File: config.mk
export PLATFORM = sky130hd
export DESIGN_NAME = random_delay_timer_flat
export DESIGN_NICKNAME = d
export VERILOG_FILES = /design/src/rtl/random_delay_timer_if.sv /design/src/rtl/random_delay_timer.sv /design/src/flat_wrapper.sv
export SDC_FILE = /design/constraint.sdc
export NUM_CORES = 1
export LEC_CHECK = 0
export CAP_MARGIN = 20
export CORE_MARGIN = 2
export CORE_UTILIZATION = 40
export DETAILED_ROUTE_END_ITERATION = 10
export MAX_ROUTING_LAYER = met4
export PLACE_DENSITY = 0.69
export SLEW_MARGIN = 15
export SYNTH_ARGS = -nofsm -noshare
export SYNTH_HDL_FRONTEND = slang
export SYNTH_SLANG_ARGS = --single-unit
File: constraint.sdc
create_clock -name clk -period 1.9 [get_ports clk]
set_clock_uncertainty 0.05 [all_clocks]
set_input_delay 0.57 -clock clk [delete_from_list [all_inputs] [get_ports clk]]
set_output_delay 0.57 -clock clk [all_outputs]
set_load 0.01 [all_outputs]
File: src/rtl/random_delay_timer_if.sv
// ---------------------------------------------------------------------------
// random_delay_timer_if
// Bundles the request/status signals of random_delay_timer.
//   lfsr_value    : upstream LFSR word (B bits), free-running
//   start         : level request to begin a random delay
//   abort         : cancel a delay in progress
//   busy          : high whenever the timer is not idle
//   done          : one-cycle completion pulse
//   sampled_value : LFSR word captured at the accepted start
//   units_left    : remaining delay units (B+1 bits)
//   done_count    : completed (non-aborted) delays, modulo 256
// master = requester side, slave = timer side.
// ---------------------------------------------------------------------------
interface random_delay_timer_if #(
  parameter int B = 5
);
  logic [B-1:0] lfsr_value;
  logic         start;
  logic         abort;
  logic         busy;
  logic         done;
  logic [B-1:0] sampled_value;
  logic [B:0]   units_left;
  logic [7:0]   done_count;

  modport master (
    output lfsr_value, start, abort,
    input  busy, done, sampled_value, units_left, done_count
  );

  modport slave (
    input  lfsr_value, start, abort,
    output busy, done, sampled_value, units_left, done_count
  );
endinterface

File: src/rtl/random_delay_timer.sv
// ---------------------------------------------------------------------------
// random_delay_timer
// Waits a pseudo-random number of delay units, each PRESCALE clocks long.
// The unit count is the LFSR word captured at start plus MIN_UNITS.
//   clk   : system clock, all state on posedge
//   reset : asynchronous, active-high
//   bus   : random_delay_timer_if.slave (lfsr_value/start/abort in,
//           busy/done/sampled_value/units_left/done_count out)
// Parameters:
//   B         : LFSR word width (>= 4)
//   PRESCALE  : clocks per delay unit (>= 1)
//   MIN_UNITS : units added to the sampled word (0..2^B-1)
// ---------------------------------------------------------------------------
module random_delay_timer #(
  parameter int B         = 5,
  parameter int PRESCALE  = 50000,
  parameter int MIN_UNITS = 1
) (
  input  logic                  clk,
  input  logic                  reset,
  random_delay_timer_if.slave   bus
);

  // PRESCALE=1 still needs a one-bit counter; it simply stays at 0.
  localparam int PW = (PRESCALE > 1) ? $clog2(PRESCALE) : 1;
  localparam logic [PW-1:0] PRE_MAX = PW'(PRESCALE - 1);
  localparam logic [B:0]    MIN_EXT = (B+1)'(MIN_UNITS);

  typedef enum logic [1:0] {
    IDLE  = 2'd0,
    COUNT = 2'd1,
    DONE  = 2'd2
  } state_t;

  state_t        state_q, state_d;
  logic [PW-1:0] pre_q, pre_d;
  logic [B:0]    units_q, units_d;
  logic [B-1:0]  samp_q, samp_d;
  logic [7:0]    cnt_q, cnt_d;
  logic          busy_q, busy_d;
  logic          done_q, done_d;

  logic [B:0]    load_total;
  logic          tick;

  always_comb begin
    state_d = state_q;
    pre_d   = pre_q;
    units_d = units_q;
    samp_d  = samp_q;
    cnt_d   = cnt_q;

    // B+1 bits hold (2^B-1) + (2^B-1) without overflow.
    load_total = {1'b0, bus.lfsr_value} + MIN_EXT;
    tick       = (pre_q == PRE_MAX);

    case (state_q)
      IDLE: begin
        // abort is irrelevant here; start always wins in IDLE.
        if (bus.start) begin
          samp_d  = bus.lfsr_value;
          units_d = load_total;
          pre_d   = '0;
          state_d = (load_total == '0) ? DONE : COUNT;
        end
      end
      COUNT: begin
        // abort beats a coinciding final tick; counters freeze where they are.
        if (bus.abort) begin
          state_d = IDLE;
        end else if (tick) begin
          pre_d   = '0;
          units_d = units_q - 1'b1;
          if (units_q == {{B{1'b0}}, 1'b1}) begin
            state_d = DONE;
          end
        end else begin
          pre_d = pre_q + 1'b1;
        end
      end
      DONE: begin
        cnt_d   = cnt_q + 8'd1;
        state_d = IDLE;
      end
      default: begin
        state_d = IDLE;
      end
    endcase

    // Status flags are registered copies of the next state, so they line up
    // with state_q and carry no combinational path from the inputs.
    busy_d = (state_d != IDLE);
    done_d = (state_d == DONE);
  end

  always_ff @(posedge clk or posedge reset) begin
    if (reset) begin
      state_q <= IDLE;
      pre_q   <= '0;
      units_q <= '0;
      samp_q  <= '0;
      cnt_q   <= '0;
      busy_q  <= 1'b0;
      done_q  <= 1'b0;
    end else begin
      state_q <= state_d;
      pre_q   <= pre_d;
      units_q <= units_d;
      samp_q  <= samp_d;
      cnt_q   <= cnt_d;
      busy_q  <= busy_d;
      done_q  <= done_d;
    end
  end

  assign bus.busy          = busy_q;
  assign bus.done          = done_q;
  assign bus.sampled_value = samp_q;
  assign bus.units_left    = units_q;
  assign bus.done_count    = cnt_q;

endmodule
File: src/flat_wrapper.sv
// flat-port wrapper written by rule: the top's interface ports become plain ports
module random_delay_timer_flat 
#(
  parameter int B         = 5,
  parameter int PRESCALE  = 50000,
  parameter int MIN_UNITS = 1
)
  (clk, reset, bus_lfsr_value, bus_start, bus_abort, bus_busy, bus_done, bus_sampled_value, bus_units_left, bus_done_count);
  random_delay_timer_if #(.B(B)) bus_i ();
  input  logic clk;
  input  logic reset;
  input wire logic [$bits(bus_i.lfsr_value)-1:0] bus_lfsr_value;
  input wire logic [$bits(bus_i.start)-1:0] bus_start;
  input wire logic [$bits(bus_i.abort)-1:0] bus_abort;
  output wire logic [$bits(bus_i.busy)-1:0] bus_busy;
  output wire logic [$bits(bus_i.done)-1:0] bus_done;
  output wire logic [$bits(bus_i.sampled_value)-1:0] bus_sampled_value;
  output wire logic [$bits(bus_i.units_left)-1:0] bus_units_left;
  output wire logic [$bits(bus_i.done_count)-1:0] bus_done_count;
  assign bus_i.lfsr_value = bus_lfsr_value;
  assign bus_i.start = bus_start;
  assign bus_i.abort = bus_abort;
  assign bus_busy = bus_i.busy;
  assign bus_done = bus_i.done;
  assign bus_sampled_value = bus_i.sampled_value;
  assign bus_units_left = bus_i.units_left;
  assign bus_done_count = bus_i.done_count;
  random_delay_timer #(.B(B), .PRESCALE(PRESCALE), .MIN_UNITS(MIN_UNITS)) u_core (.clk(clk), .reset(reset), .bus(bus_i));
endmodule
==> results.yml <==
route:
  routed_wl_mm: 5.14
  drtAntennaViolNets: 0
  vias_per_cell: 5.36
  met1Wirelength_mm: 2.38
  num_vias: 1898
  drc: 0
  routed.top_layer: "met4"
  wl_met2_mm: 2.49
  drt_iter0_drc: 107
  wire_per_inst_um: 14.5
  wl_met3_um: 190
  drt_pass1_iterations: 4
layout:
  drive_gt1_frac: 0.305
  area_delta_synth_final_pct: 36.3
  fin_area_um2: 3060
  n_antenna_cell: 0
  nNetsFinal: 296
  n_fill_cell: 516
place:
  finalWeightedCongestion: 0.883
  placement.cell_area_um2: 2810
  portBuffers: 29
  dp_hpwl_mm: 3.69
timing:
  period_share: 0.975
  setup_viol: 0
  hold_ws_ps: 424
  period_minus_slack_ps: 1850
  finalHoldViolations: 0
  tightest_slew_ps: 390
  final_max_slew_viol_count: 0
  max_freq_mhz: 540
  max_slew_margin: 0.738
  grt_setup_unrepaired: "true"
hold_path:
  hp-class: "register to register"
synthesis:
  synth_top_area_frac: 0.435
  ys_async_sr_fraction: 1.00
  synth_top_area_cell: "dfrtp_1"
  synth_simple_gate_area_frac: 0.216
  synthXorXnorAreaFrac: 0.0546
  synth_compound_area_frac: 0.169
  ys_seq_area_frac: 0.435
  synthMuxAreaShare: 0.0452
  ys_seq_elements: 39
  synth-edff-count: 0
  synth_cells: 210
  synth.top_cells.by_count: "dfrtp_1 (39), nand3_1 (14), nand2_1 (13)"
  syn_nets: 225
  avgSynthCellArea_um2: 10.7
  synthTopCellsByArea: "dfrtp_1 (43%), mux2_2 (4.0%), xnor2_1 (3.5%), ha_1 (3.3%), nand3_1 (3.1%)"
  synth.most_common_cell: "dfrtp_1"
  synth_flop_cell: "dfrtp_1"
  synth_top_family_by_area: "simple AND/OR/NAND/NOR gates"
  yosysWarnings: 0
  yosys.area_share.adder: 0.0334
  ys_types: 56
  synth_area_um2: 2240
critical_path:
  critical_path.top_delay_family: "buffers and inverters"
  critPathLaunchType: "register"
  crit_required_ps: 1280
  crit_chain: "clkdlybuf4s50_1"
  crit_buf_inv: 1
  path_max_fanout: 3
  critPathKind: "register to primary output"
  critical_path.max_stage_delay_ps: 550
  end_kind: "primary output"
  arrival_ps: 1230
  crit_slowest_cell: "clkdlybuf4s50_1"
clock_network:
  numCtsBuffers: 5
  clk_path_buf_depth: 2
  cts_tree: "yes"
  worstSkewPairLatency_ps: 300
  clock_sinks: 39
  cts_max_level: 2
  clkTransAtPathRegs_ps: 80
  postCtsHoldBufs: 0
  cts-root-buf: "clkbuf_8"
floorplanning:
  initial_core_util: 0.410
  dieHeight_um: 78.9
  die_area_um2: 6230
  coreArea_um2: 5470
  row_count: 27
  fp.dieW_um: 78.9
  io_pins: 30
outcome:
  status: "completed"
grt:
  grt_pass1_vias: 1949
  gr-total-overflow: 0
  grt_max_degree: 40
  antenna_found_initial: 0
  grt_use_total: 0.187
  grt_pass1_wl_mm: 9.00
power:
  power.density_nw_per_um2: 864
  leakagePower_uw: 0.00137
  ir_drop_uv: 644
flow_run:
  drv_cap: 0
-- cell type report --
| type | instances | area (um^2) | area share |
|---|---|---|---|
| inverters | 7 | 26.3 | 0.00859 |
| well taps | 72 | 90.1 | 0.0294 |
| clock inverters | 2 | 35.0 | 0.0115 |
| flip-flops and latches | 39 | 978 | 0.320 |
| multi-input cells | 155 | 1200 | 0.393 |
| repair buffers | 73 | 643 | 0.210 |
| clock buffers | 6 | 82.6 | 0.0270 |
-- report_power, final --
part / internal (uW) / switching [uW]
Combinational: 472 / 395
Sequential: 947 / 103
Clock: 425 / 300
-- registers in the layout (all words and copies together), names as in the netlist --
name and count:
u_core.pre_q 16, u_core.state_q 2, u_core.bus.done_count 8, u_core.bus.done 1, u_core.bus.busy 1, u_core.bus.units_left 6
u_core.bus.sampled_value 5
-- metal layers --
layer / up-vias / track usage
met2: 36 / 0.306
met1: 919 / 0.231
met5: - / -
li1: 934 / -
met3: 9 / 0.0386
met4: 0 / 0.0655
-- kinds of logic after synthesis --
logic type	Yosys count
simple gates	74
compound gates	52
xor+xnor	14
flops	39
buf+inv	16
fa+ha+maj	6
mux	9
-- per-stage QoR --
| step | power [uW] | worst slack [ps] | utilization | setup TNS (ps) | cells |
|---|---|---|---|---|---|
| after detailed placement | 1890 | -389 | 0.514 | -7590 | 336 |
| after global routing | 2790 | -20.4 | 0.559 | -20.4 | 354 |
| after global placement | 1880 | -374 | 0.514 | -6810 | 336 |
| final | 2640 | 47.7 | 0.559 | 0 | 354 |
| after CTS | 2620 | 4.04 | 0.543 | 0 | 346 |
| after floorplan | 1470 | 148 | - | 0 | 210 |
-- worst paths after layout --
path                                               start                        to  slack, ps  cells after the start
worst max-delay path            u_core.bus.done_count[6]         bus_done_count[6]         50                      1
worst min-delay path            u_core.bus.done_count[7]  u_core.bus.done_count[7]        420                      1
worst max register to register  u_core.bus.units_left[0]  u_core.bus.units_left[4]         90                      5
worst min register to register  u_core.bus.done_count[7]  u_core.bus.done_count[7]        420                      1
max in group asynchronous                          reset  u_core.bus.units_left[3]       1000                      3
min in group asynchronous                          reset  u_core.bus.done_count[6]        580                      3
-- timing repair --
action,4_1_cts,5_1_grt
endpoints found under the setup margin,17,21
gates resized for setup,11,7
gates cloned,1,0
pin swaps,2,3
buffers inserted,1,8
-- cells in the final DEF, fill, tap and decap left out, types with 2 or more instances in the layout --
cell / count
inv_1: 6
nor4b_4: 2
nor2_1: 11
and2_1: 3
and4_2: 2
clkdlybuf4s50_1: 21
a21oi_2: 3
nor3_1: 4
o31ai_1: 5
dlymetal6s2s_1: 5
ha_1: 6
a21oi_1: 7
dfrtp_2: 2
nand2b_2: 2
xnor2_1: 9
or4_4: 2
a211oi_1: 4
o21ai_0: 7
a31oi_1: 8
a22o_1: 4
buf_4: 41
dlygate4sd2_1: 3
and4_1: 2
xor2_1: 5
clkbuf_8: 6
nor2b_1: 2
o2bb2ai_1: 3
mux2_2: 8
nand2_1: 13
nand2b_1: 3
nand3_1: 14
dfrtp_1: 37
(Power assumes the default switching activity.)
